===== config.mk =====
export PLATFORM = sky130hd
export DESIGN_NAME = fpu_bus_if
export DESIGN_NICKNAME = d
export VERILOG_FILES = /design/src/rtl/fpu_bus_if.sv
export SDC_FILE = /design/constraint.sdc
export NUM_CORES = 1
export LEC_CHECK = 0
export BUFFER_PORTS_ARGS = -buffer_cell sky130_fd_sc_hd__buf_2
export CAP_MARGIN = 20
export CORE_MARGIN = 2
export CORE_UTILIZATION = 52
export DETAILED_ROUTE_END_ITERATION = 7
export GPL_TIMING_DRIVEN = 1
export PLACE_DENSITY = 0.86
export SLEW_MARGIN = 20
export SYNTH_ARGS = -nofsm -noshare
export SYNTH_HDL_FRONTEND = slang
export SYNTH_SLANG_ARGS = --single-unit

===== constraint.sdc =====
create_clock -name clk -period 2.4 [get_ports clk]
set_clock_uncertainty 0.1 [all_clocks]
set_input_delay 0.48 -clock clk [delete_from_list [all_inputs] [get_ports clk]]
set_output_delay 0.48 -clock clk [all_outputs]
set_load 0.05 [all_outputs]

===== src/rtl/fpu_bus_if.sv =====
// Host bus front end of the FPU: byte-wide operand/opcode registers, start/done
// handshake with the arithmetic core, result readback and command-end handshake.
module fpu_bus_if #(
   parameter int OP_W = 8
) (
   input  logic            clk,
   input  logic            rst_n,
   input  logic [7:0]      databus_in,
   output logic [7:0]      databus_out,
   input  logic [3:0]      addr,
   input  logic            cs,
   input  logic            rd,
   input  logic            wr,
   input  logic            end_ack,
   output logic            cmd_end,
   output logic            busy,
   output logic [31:0]     op_a,
   output logic [31:0]     op_b,
   output logic [OP_W-1:0] operation,
   output logic            start,
   input  logic            core_done,
   input  logic [31:0]     core_result
);

   typedef enum logic [1:0] {
      S_IDLE = 2'd0,
      S_RUN  = 2'd1,
      S_DONE = 2'd2
   } state_t;

   state_t            r_state;
   state_t            w_state_nxt;

   logic              r_wr_q;
   logic [31:0]       r_op_a;
   logic [31:0]       r_op_b;
   logic [OP_W-1:0]   r_operation;
   logic [31:0]       r_result;
   logic              r_overrun;
   logic              r_start;

   logic              w_commit;
   logic              w_start_cmd;
   logic              w_cfg_we;
   logic              w_launch;
   logic              w_latch_result;
   logic              w_overrun_set;

   // One commit per strobe: wr must have been sampled high on the previous edge.
   assign w_commit    = !cs && !wr && r_wr_q;
   assign w_start_cmd = w_commit && (addr == 4'h9);
   assign w_cfg_we    = w_commit && (r_state != S_RUN);

   // Sampled every edge, reset included, so a strobe spanning reset never commits twice.
   always_ff @(posedge clk) begin
      // NOTE: sequential state always uses non-blocking assignments so every
      // register sees the pre-edge values of the others.
      r_wr_q <= wr;
   end

   always_ff @(posedge clk) begin
      if (!rst_n) begin
         r_state <= S_IDLE;
      end else begin
         r_state <= w_state_nxt;
      end
   end

   always_comb begin
      // NOTE: every output of this block gets a default first, otherwise the
      // paths that do not assign it would infer a latch.
      w_state_nxt    = r_state;
      w_launch       = 1'b0;
      w_latch_result = 1'b0;
      w_overrun_set  = 1'b0;
      case (r_state)
         S_IDLE: begin
            if (w_start_cmd) begin
               w_launch    = 1'b1;
               w_state_nxt = S_RUN;
            end
         end
         S_RUN: begin
            if (core_done) begin
               w_latch_result = 1'b1;
               w_state_nxt    = S_DONE;
            end
            if (w_start_cmd) begin
               w_overrun_set = 1'b1;
            end
         end
         S_DONE: begin
            if (end_ack) begin
               w_state_nxt = S_IDLE;
            end
            if (w_start_cmd) begin
               w_overrun_set = 1'b1;
            end
         end
         default: begin
            w_state_nxt = S_IDLE;
         end
      endcase
   end

   always_ff @(posedge clk) begin
      if (!rst_n) begin
         r_op_a      <= '0;
         r_op_b      <= '0;
         r_operation <= '0;
         r_result    <= '0;
         r_overrun   <= 1'b0;
         r_start     <= 1'b0;
      end else begin
         r_start <= w_launch;

         if (w_launch) begin
            r_overrun <= 1'b0;
         end else if (w_overrun_set) begin
            r_overrun <= 1'b1;
         end

         if (w_latch_result) begin
            r_result <= core_result;
         end

         // Operands are frozen while the core runs.
         if (w_cfg_we) begin
            case (addr)
               4'h0, 4'h1, 4'h2, 4'h3: r_op_a[{addr[1:0], 3'b000} +: 8] <= databus_in;
               4'h4, 4'h5, 4'h6, 4'h7: r_op_b[{addr[1:0], 3'b000} +: 8] <= databus_in;
               4'h8:                   r_operation <= databus_in[OP_W-1:0];
               default:                ;
            endcase
         end
      end
   end

   always_comb begin
      databus_out = 8'h00;
      if (!cs && !rd) begin
         case (addr)
            4'h9:    databus_out = r_result[7:0];
            4'hA:    databus_out = r_result[15:8];
            4'hB:    databus_out = r_result[23:16];
            4'hC:    databus_out = r_result[31:24];
            4'hD:    databus_out = {5'b00000, r_overrun, cmd_end, busy};
            default: databus_out = 8'h00;
         endcase
      end
   end

   assign op_a      = r_op_a;
   assign op_b      = r_op_b;
   assign operation = r_operation;
   assign start     = r_start;
   assign busy      = (r_state == S_RUN);
   assign cmd_end   = (r_state == S_DONE);

endmodule


=== Yosys cells after proc, flatten, opt, wreduce, memory -nomap -nowiden ===
Index checks and enable logic that the tools add are counted.

* Bits in registers: 109
* Output and inout port bits: 83
* Logic and storage cells: 62

* Add/sub/neg operators: 1
* Equality and inequality tests: 19
* Shifts and indexed selects: 2
* Multiplexer cells: 13
* Bitwise operators: 1
* Reductions and logical operators: 18

{| class="wikitable"
|+ Operators with widths
! cell !! count
|-
| bitwise mux 32 bit || 2
|-
| case mux 8 bit (5 select lines) || 1
|-
| variable shift 8 x 7 -> 32 bit, first input constant || 1
|-
| indexed part select 8 x 7 -> 32 bit || 1
|-
| equality test 4 bit, second input constant || 6
|-
| equality test 4 x 3 -> 1 bit, second input constant || 4
|-
| equality test 4 x 2 -> 1 bit, second input constant || 2
|-
| two-way mux 8 bit || 1
|-
| OR reduction 4 bit || 2
|-
| negator 5 -> 7 bit || 1
|-
| two-way mux 2 bit || 3
|-
| case mux 2 bit (3 select lines) || 1
|-
| AND reduction 2 bit || 3
|-
| logical AND 1 bit || 5
|-
| two-way mux 1 bit || 5
|-
| equality test 4 x 1 -> 1 bit, second input constant || 1
|-
| zero test 4 bit || 1
|-
| != test 2 x 1 -> 1 bit, second input constant || 2
|-
| != test 2 bit, second input constant || 2
|-
| OR reduction 2 bit || 2
|-
| zero test 1 bit || 3
|-
| AND reduction 3 bit || 1
|-
| equality test 2 x 1 -> 1 bit, second input constant || 1
|-
| equality test 2 bit, second input constant || 1
|-
| 2 further kinds || 2
|}

=== Longest topological paths before layout ===
* Depth after elaboration: 7
* Mapped depth: 8
* Depth with buffers taken out: 6

=== Least setup slack after synthesis ===
OpenSTA, ideal clock, no wires.

* Kind: input to output
* From: input port addr[1]
* To: output port databus_out[0]
* Arrival time: 2033 ps
* Required time: 1820 ps
* Slack: -213 ps
* Cell stages on the path: 5
* Path buffers: 1
* Path through: inv_1 > ha_1 > clkbuf_1 > o211ai_1 > nor2_1

* Longest elaborated chain between the ends: 3
* Elaborated cells between the ends (all ways): 7
* Classes of those cells: eq/ne (5); mux (2)

{| class="wikitable"
|+ RTL lines
! element !! RTL line !! text
|-
| from (decl) || 10 || <nowiki>input logic [3:0] addr,</nowiki>
|-
| equality test 4 bit || 142 || <nowiki>case (addr)</nowiki>
|-
| case mux 8 bit (5 select lines) * || 142 ||
|-
| two-way mux 8 bit * || 141 || <nowiki>if (!cs && !rd) begin</nowiki>
|-
| to (decl) || 9 || <nowiki>output logic [7:0] databus_out,</nowiki>
|}

Mark *: on every way between the ends. The rest lies on a longest branch, timed or not.

=== Worst setup path after layout ===
* From: input port addr[1]
* To: output port databus_out[5]

Same word-level chain as after synthesis.

==> metrics.yaml <==
cts:
  ctsHoldBuffers: 0
  cts_tree: "done"
  cts_root_buf: "clkbuf_8"
  cts_max_level: 3
  clk_latency_ps: 360
  cts_buffer_depth: 2
  cts-buffers-inserted: 9
  cts_sinks: 109
  path_clk_slew_ps: 100
run_status:
  status: "finished clean"
synthesis:
  synth_edf_count: 0
  synth_nets: 600
  postSynthAreaPerCell_um2: 8.56
  synth_top_area_share_pct: 47.5
  synth_largest_area_cell: "dfxtp_1"
  syn-cell-area_um2: 4600
  ys_types: 34
  yosysMostFrequentCell: "nand2_1"
  yosys_most_used_dff: "dfxtp_1"
  syn_inst: 537
  synth.yosys.seq_area_share_pct: 47.5
  synth_commonest_cells: "157 x nand2_1, 109 x dfxtp_1, 56 x mux2i_1"
  synth-warning-count: 0
  synth_area_leaders: "dfxtp_1 47%, nand2_1 13%, mux2i_1 12%"
  synthArstFlopShare_pct: 0
  ys_seq_elements: 109
setup_path:
  worstSetupStartpointType: "input port"
  ff2ff_setup_slack_ps: 290
  endpoint_kind: "output pin"
  reg2reg_to: "op_a[21]$_SDFFE_PN0P_"
  worst-path-max-fanout: 5
  crit_type: "in -> out"
  r2r_cells: 8
  timing.rr.start: "r_state[0]$_SDFFE_PN0P_"
  arrival_ps: 1810
  worstPathRequired_ps: 1820
sta:
  layout_setup_ws_ps: 7.47
  fin_crit_ps: 2390
  fin_hold_ws_ps: 193
  fmax_mhz: 418
  worst_pin_slew_ps: 616
  rsz0062_at_grt: "yes"
  hold_violations: 0
  slew_violations: 0
  period_share_pct: 99.7
  slew_headroom_pct: 59.0
  setup_viol: 0
die:
  start_util_pct: 53.2
  dieArea_um2: 9610
  die_width_um: 98.0
  num_rows: 34
  io_pins: 134
  core-area_um2: 8640
  die_h_um: 98.0
grt:
  grtUsageMet1_pct: 30.4
  grt_max_degree: 60
  gr-total-overflow: 0
  grt_pass1_vias: 4095
  met3_usage_pct: 4.44
  grt_usage_pct: 24.5
  grt_pass1_wl_um: 19300
  grt.busiest_layer: "met2"
  antenna_found_initial: 0
  met2_usage_pct: 43.1
pwr:
  p_leak_nw: 2.36
  peakVddDrop_mv: 0.361
  total_power_mw: 3.39
  seqPwrFrac_pct: 55.8
  powerDensity_nw_per_um2: 574
  netSwitchingFraction_pct: 28.2
  power.switching_uw: 955
  comb_power_share_pct: 14.8
  p_int_mw: 2.43
  p_clk_share_pct: 29.4
routing:
  routedWlPerCell_um: 15.4
  drc_errors: 0
  drt-initial-drc-count: 227
  wl_um: 12100
  vias: 4319
  vias_per_cell: 5.47
  antenna_violating_nets_post_route: 0
  dr.pass1.iters: 6
worst_hold_path:
  min_path_cells: 1
  hold_path.class: "in -> reg"
  hold_path_end: "r_wr_q$_DFF_P_"
  hp-start: "wr"
placed_design:
  portBuffers: 133
  place_area_um2: 5570
  place.gp.congestion: 0.891
  dpl.cell_count: 769
  dp_hpwl_um: 8860
  pre_cts_ws_ps: -52.5
finish:
  final_cell_area_um2: 5910
  fin_cells: 789
  drive_gt1_share_pct: 30.2
  fin_nets: 740
  diodes: 0
  syn_to_final_growth_pct: 28.4
run:
  cap_violations: 0
[metal layers]
layer / routed length [um] / vias to the layer above
met2: 6180 / 194
met3: 860 / 21
met1: 4930 / 2019
met4: 170 / 0
met5: 0 / -
li1: - / 2085
[layout make-up]
| class | instances | area (um2) |
|---|---|---|
| Clock buffer | 9 | 124 |
| Sequential cell | 109 | 2180 |
| Tap cell | 108 | 135 |
| Inverter | 9 | 48.8 |
| Clock inverter | 6 | 46.3 |
| Timing Repair Buffer | 167 | 1070 |
| Multi-Input combinational cell | 381 | 2300 |
| Fill cell | 702 | 2730 |
[state kept, by name, summed over array words and instances, names as in the netlist]
| name | count |
|---|---|
| op_b | 32 |
| op_a | 32 |
| r_wr_q | 1 |
| r_state | 2 |
| r_result | 32 |
| r_overrun | 1 |
| start | 1 |
| operation | 8 |
[worst max-delay path by stage]
stage,endpoint,cells past startpoint,startpoint
global route,databus_out[5],9,addr[1]
floorplan,databus_out[0],7,addr[0]
global placement,databus_out[2],8,addr[0]
finish,databus_out[5],9,addr[1]
detailed placement,databus_out[1],8,addr[0]
CTS,databus_out[6],9,addr[1]
[timing repair]
item,in CTS,in global routing
pin swaps,3,11
endpoints found under the setup margin,8,8
buffers inserted,1,4
gates resized for setup,22,18
[critical path, cell delays in order]
cell	delay, ps
buf_8	110
buf_6	110
ha_4	180
buf_6	130
a222oi_1	310
nor2_1	90
a31oi_1	190
nor2_2	70
buf_6	150
[stage by stage]
| step | util [%] | TNS [ps] |
|---|---|---|
| after floorplan | - | -706 |
| after global placement | 64.5 | -6.93 |
| after detailed placement | 64.5 | -202 |
| after CTS | 67.4 | 0 |
| after global routing | 68.4 | -166 |
| final | 68.4 | 0 |
[power groups by stage]
stage	Clock [mW]	Sequential, mW	Combinational (mW)
3_3_place_gp	0	1.93	0.421
3_5_place_dp	0	1.93	0.438
5_1_grt	1.08	1.90	0.550
2_1_floorplan	0	1.93	0.289
6_report	0.995	1.89	0.502
4_1_cts	1.01	1.89	0.465
[cells by family after synthesis]
kind of cell,Yosys count,share of synthesized area [%]
compound gates,78,10.0
fa+ha+maj,12,3.27
buf+inv,47,4.76
flops,109,47.5
mux,56,12.2
simple gates,235,22.3
[cells in the final DEF (no fill, tap or decap), types with 2 or more instances in the layout]
cell type,instances
inv_6,2
clkinv_2,2
nor2b_1,9
nand3b_1,2
o21ai_1,2
buf_6,11
o21ai_0,3
buf_2,123
inv_2,2
ha_4,5
ha_1,6
nor2_2,7
dfxtp_2,2
and4_1,4
mux2i_1,56
dfxtp_1,107
buf_12,6
a31oi_1,5
a222oi_1,8
a22o_1,3
inv_1,4
and3_1,4
nor2_1,20
and2_1,4
buf_4,26
nand3_1,19
clkbuf_8,9
nand2_1,157
a21oi_1,52
(Power assumes the default switching activity.)
